**src/rtl/fetch_stage.sv**
```systemverilog
// RV64I instruction-fetch stage: owns the PC, runs the instruction-bus handshake
// and loads the IF/ID register (dataF) consumed by decode.
module fetch_stage #(
  parameter logic [63:0] RESET_PC = 64'h0000_0000_8000_0000
) (
  input  logic        clk,
  input  logic        reset,
  output logic        ireq_valid,
  output logic [63:0] ireq_addr,
  input  logic        iresp_data_ok,
  input  logic [31:0] iresp_data,
  input  logic        stall,
  input  logic        redirect_valid,
  input  logic [63:0] redirect_pc,
  output logic [96:0] dataF
);

  typedef enum logic [1:0] {
    FETCH,
    HOLD,
    DRAIN
  } state_t;

  localparam logic [96:0] BUBBLE = {32'h0, 64'h0, 1'b1};

  state_t      state;
  logic [63:0] pc;
  logic [63:0] pend_pc;
  logic [31:0] hold_word;
  logic [63:0] target;
  logic        issue;
  logic [31:0] issue_word;

  assign target     = redirect_pc & ~64'h3;
  assign ireq_valid = !reset && (state != HOLD);
  assign ireq_addr  = pc;

  // An instruction leaves the stage only when neither a redirect nor a stall blocks it.
  always_comb begin
    issue      = 1'b0;
    issue_word = '0;
    case (state)
      FETCH: begin
        issue      = iresp_data_ok && !redirect_valid && !stall;
        issue_word = iresp_data;
      end
      HOLD: begin
        issue      = !redirect_valid && !stall;
        issue_word = hold_word;
      end
      default: ;
    endcase
  end

  always_ff @(posedge clk) begin
    if (reset) begin
      pc        <= RESET_PC;
      state     <= FETCH;
      pend_pc   <= '0;
      hold_word <= '0;
      dataF     <= BUBBLE;
    end else begin
      if (redirect_valid) begin
        dataF <= BUBBLE;
      end else if (!stall) begin
        dataF <= issue ? {issue_word, pc, 1'b0} : BUBBLE;
      end

      if (issue) begin
        pc <= pc + 64'd4;
      end

      // The bus address is pc, so pc only moves when the outstanding request completes.
      case (state)
        FETCH: begin
          if (iresp_data_ok) begin
            if (redirect_valid) begin
              pc <= target;
            end else if (stall) begin
              hold_word <= iresp_data;
              state     <= HOLD;
            end
          end else if (redirect_valid) begin
            pend_pc <= target;
            state   <= DRAIN;
          end
        end
        HOLD: begin
          if (redirect_valid) begin
            pc    <= target;
            state <= FETCH;
          end else if (!stall) begin
            state <= FETCH;
          end
        end
        DRAIN: begin
          if (iresp_data_ok) begin
            pc    <= redirect_valid ? target : pend_pc;
            state <= FETCH;
          end else if (redirect_valid) begin
            pend_pc <= target;
          end
        end
        default: state <= FETCH;
      endcase
    end
  end

endmodule
```
**config.mk**
```make
export PLATFORM = sky130hd
export DESIGN_NAME = fetch_stage
export DESIGN_NICKNAME = d
export VERILOG_FILES = /design/src/rtl/fetch_stage.sv
export SDC_FILE = /design/constraint.sdc
export NUM_CORES = 1
export LEC_CHECK = 0
export ABC_AREA = 1
export BUFFER_PORTS_ARGS = -buffer_cell sky130_fd_sc_hd__buf_2
export CAP_MARGIN = 10
export CORE_AREA = 2 2 198 141
export DETAILED_ROUTE_END_ITERATION = 12
export DIE_AREA = 0 0 200 143
export HOLD_SLACK_MARGIN = 0.08
export PLACE_DENSITY_LB_ADDON = 0.08
export SYNTH_ARGS = -nofsm -noshare
export SYNTH_HDL_FRONTEND = slang
export SYNTH_SLANG_ARGS = --single-unit
```
**constraint.sdc**
```tcl
create_clock -name clk -period 1.8 [get_ports clk]
set_input_delay 0.09 -clock clk [delete_from_list [all_inputs] [get_ports clk]]
set_output_delay 0.09 -clock clk [all_outputs]
set_load 0.02 [all_outputs]
```
Word level (Yosys, flattened, before mapping)

Index checks and enable logic that the tools add are counted.

Word-level logic and storage cells: 46
Bits in read-only memories: 0
Input bits: 101
Memories kept: 0
Register bits after elaboration: 259
Bits in latches: 0
Memory bits (writable): 0
Output and inout bits: 162

Shift operators: 0
Div/mod/pow operators: 0
Magnitude comparators: 0
Equal/unequal tests: 8
Multiply operators: 0
Add/subtract/negate cells: 1
Reduce and logical (&&, ||, !) cells: 13
Muxes and demuxes: 17
Bitwise operators: 2

Operators with widths:

| cell                  | number |
|---|---|
| $mux 64               | 5 |
| $pmux 64 s3           | 1 |
| $mux 97               | 1 |
| $add 64x3->64 const B | 1 |
| $pmux 32 s2           | 1 |
| $mux 2                | 7 |
| $ne 3x3->1 const B    | 4 |
| $pmux 2 s3            | 1 |
| $reduce_and 5->1      | 1 |
| $logic_and 1x1->1     | 4 |
| $reduce_and 4->1      | 1 |
| $reduce_or 2->1       | 2 |
| $logic_not 1->1       | 3 |
| $eq 2x1->1 const B    | 1 |
| $eq 2x2->1 const B    | 1 |
| $logic_not 2->1       | 1 |
| $ne 2x1->1 const B    | 1 |
| $ne 2x2->1 const B    | 1 |
| $not 1->1             | 2 |
| $pmux 1 s2            | 1 |
| $reduce_and 2->1      | 1 |

Logic depth before layout (Yosys ltp)

Depth after elaboration: 8
Mapped depth: 12
Depth with buffers taken out: 11

Least setup slack after synthesis

No wires, ideal clock.

Path type: flip-flop to flip-flop
Start point: reg state[0]
End point: reg pc[2] (netlist: ireq_addr[2])
Buffers on the path: 2
Path slack: -59 ps
Setup time: 128 ps
Arrival time: 1731 ps
Cell stages (with the launch flop): 10
Required time: 1672 ps
Period minus slack after synthesis: 1859 ps
Cells stage by stage: dfxtp_1 -> nor2_1 -> nor2_4 -> buf_4 -> buf_2 -> ha_1 -> a21oi_1 -> nor3_1 -> a221oi_1 -> nor2_1

Cells in the longest elaborated chain, start to end: 6
Elaborated cells between the ends (all ways): 9
Those cells by class: eq/ne (2); mux (6); reduce/logical (1)

Ends and longest elaborated chain:

| what                                                 | line   | RTL |
|---|---|---|
| start, declared                                      | 26     | `state_t state;` |
| start signal, assigned                               | 58     | `state <= FETCH;` |
| start signal, assigned                               | 81     | `state <= HOLD;` |
| start signal, assigned                               | 85     | `state <= DRAIN;` |
| $eq 2x1->1 / $logic_not 2->1 (equally long branches) | 42, 74 |  |
| $pmux 1 s2                                           | 42     | `case (state)` |
| $mux 64                                              | 69     | `if (issue) begin` |
| $mux 64                                              | 77, 89 |  |
| $mux 64                                              | 76     | `if (iresp_data_ok) begin` |
| $pmux 64 s3 (*)                                      | 74     | `case (state)` |
| end signal, assigned                                 | 70     | `pc <= pc + 64'd4;` |
| end signal, assigned                                 | 78     | `pc <= target;` |
| end signal, assigned                                 | 90     | `pc <= target;` |
| end, declared                                        | 27     | `logic [63:0] pc;` |

Every way passes the cells marked *; elsewhere a longest branch is shown, timed or not.
A chain may end at the register's enable or synchronous reset.

Worst setup path after layout

Start point: reg state[1]
End point: reg pc[33] (netlist: ireq_addr[33])

Same word-level chain as after synthesis.

==> reports/qor.yml <==
status: "complete, but fails checks"
violations: "negative setup slack"
clock_path_buffers: 3
synth_top_cell_area_share: 0.409
worstMarginPinSlew_ps: 781
multiInputGateArea_um2: 6910
numClockSinks: 259
rows: 50
core-area_um2: 26600
pwr_density_cell_nw_per_um2: 758
antenna_found_initial: 0
cap_violations: 0
h-tree-depth: 1
synth-seq-area-share: 0.409
start_kind: "flop"
crit_path_top_delay_cell: "dfxtp_4"
pwr-share-clk: 0.384
cpPeakStageDelay_ps: 380
synthTopCellsByArea: "dfxtp_1, nand2_1, a21oi_1, o21ai_0, nor2_1"
syn_to_final_growth_pct: 45.4
hpwl_um: 38300
layout-drive-gt1-share: 0.302
path_class: "flop to flop"
wirelength_um: 52900
wire_per_inst_um: 19.1
grt-ovfl-total: 0
grt_pass1_vias: 13600
initial_core_util: 0.476
path_max_fanout: 5
drtIter0Drc: 1376
ant_nets: 0
port_buffers: 260
regArea_um2: 5260
switching_share: 0.283
p_int_mw: 10.0
netlist_instances: 1869
clk_pin_slew_worst_paths_ps: 70
avgViaCountPerCell: 5.45
stdcell_count: 2765
ys_top_cells_by_count: "nand2_1, dfxtp_1, a21oi_1"
vdd_drop_max_v: 0.000608
synth_area_um2: 12700
synth_most_common_cell: "nand2_1"
path_cells: "inv_6 > nand2_4 > nor2_4 > nand2_4 > nor2_4 > buf_6 > nand3b_1 > xnor2_2 > nand2_1 > a21oi_2"
seqPwrFrac: 0.443
worstSkewPairLatency_ps: 550
arrival_ps: 2290
die_w_um: 200
crit_required_ps: 2270
fin_setup_tns_ps: -30.3
avgSynthCellArea_um2: 6.78
die-area_um2: 28600
synth.largest_area_cell: "dfxtp_1"
post-route-util: 0.693
n_antenna_cell: 0
switching_power_mw: 3.96
min_path_type: "input pin to flop"
cp-end-kind: "flop"
grt_max_degree: 87
async_flop_share: 0
dp_slack_ps: -290
synthesis.nets: 1972
min_period_ps: 1820
post-route-period-util: 1.01
cts_tree: "yes"
vias: 15100
rsz0062_at_grt: "true"
fillers: 2304
fin_ws_ps: -21.5
synth_edf_count: 0
dp_cells: 2607
cts_buffers: 26
max_freq_ghz: 0.549
maxSlewViolCount: 0
hold_violations: 0
yosysWarnings: 0
grt_pass1_wl_um: 79200
skew_ps: 23.8
fin_nets: 2489
pwr-share-comb: 0.173
setup_violations: 3
dr.pass1.iters: 6
drc: 0
cts_root_buf: "clkbuf_16"
ys_ff_latch: 259
cellLeakagePower_nw: 7.84
io_pins: 263
ys.flop_type: "dfxtp_1"
grtUsageTotal: 0.361
die_h_um: 143
place_congestion: 1.03
relSlewSlack: 0.480
synthDistinctLibCells: 48
cell type report:
| type | count | area share |
|---|---|---|
| Clock inverter | 4 | 0.00245 |
| Multi-Input combinational cell | 1332 | 0.375 |
| Tap cell | 364 | 0.0247 |
| Clock buffer | 39 | 0.0413 |
| Inverter | 168 | 0.0346 |
| Timing Repair Buffer | 599 | 0.236 |
| Sequential cell | 259 | 0.286 |
path summary, 6_finish.rpt:
check | from | endpoint | cells past startpoint | slack (ps)
worst max-delay path | state[1] | ireq_addr[33] | 10 | -20
worst min-delay path | stall | dataF[2] | 4 | 120
worst max register to register | state[1] | ireq_addr[33] | 10 | -20
worst min register to register | hold_word[0] | hold_word[0] | 2 | 450
logic make-up after synthesis:
logic type / share of synthesized area
flops: 0.409
buf+inv: 0.0853
compound gates: 0.226
fa+ha+maj: 0.00198
simple gates: 0.263
xor+xnor: 0.0138
power groups by stage:
stage / Combinational [mW] / Sequential [mW] / Clock, mW
3_3_place_gp: 2.07 / 6.29 / 0
2_1_floorplan: 0.954 / 6.40 / 0
3_5_place_dp: 2.10 / 6.29 / 0
5_1_grt: 2.60 / 6.21 / 5.59
6_report: 2.42 / 6.19 / 5.36
4_1_cts: 2.30 / 6.17 / 5.38
state kept, by name, summed over array words and instances, names as in the netlist:
| register | cells |
|---|---|
| pend_pc | 64 |
| hold_word | 32 |
| dataF | 97 |
| ireq_addr | 64 |
| state | 2 |
cells in the final DEF, fill, tap and decap left out, types with 27 or more instances in the layout:
cell type,count
a21oi_1,249
buf_2,258
clkbuf_16,27
nand2_1,435
nand3_1,66
dfxtp_2,31
o211ai_1,42
buf_4,214
dfxtp_1,218
inv_1,150
nor2_1,148
nor2_4,29
o21ai_0,155
dlygate4sd3_1,97
nor2_2,28
per-stage QoR:
step / power [mW] / hold WS (ps) / instance area (um2)
4_1_cts: 13.8 / 111 / 17900
6_report: 14.0 / 122 / 18400
3_3_place_gp: 8.36 / 343 / 15800
5_1_grt: 14.4 / 148 / 18400
2_1_floorplan: 7.35 / 204 / 12700
3_5_place_dp: 8.39 / 348 / 15800
per-layer routing:
layer | track usage | wire length, um | up-vias
met5 | 0 | 0 | -
met4 | 0.0780 | 1050 | 0
met3 | 0.0720 | 5340 | 81
met2 | 0.546 | 22600 | 748
met1 | 0.527 | 23900 | 7022
li1 | - | - | 7223
critical path, delay by kind of cell (launching register included):
family          cells  cell delay, ps
simple gates        6             790
xor+xnor            1             230
buf+inv             2             220
flops               1             380
compound gates      1             120
repair_timing:
action                                 CTS  global route
gates cloned                             0             0
pin swaps                               15            42
hold buffers                            98             0
buffers inserted                         4            13
gates resized for setup                 65           138
setup endpoints to repair               73           118
endpoints found under the hold margin  182             0
No activity file was read; power rests on OpenSTA's default activity.
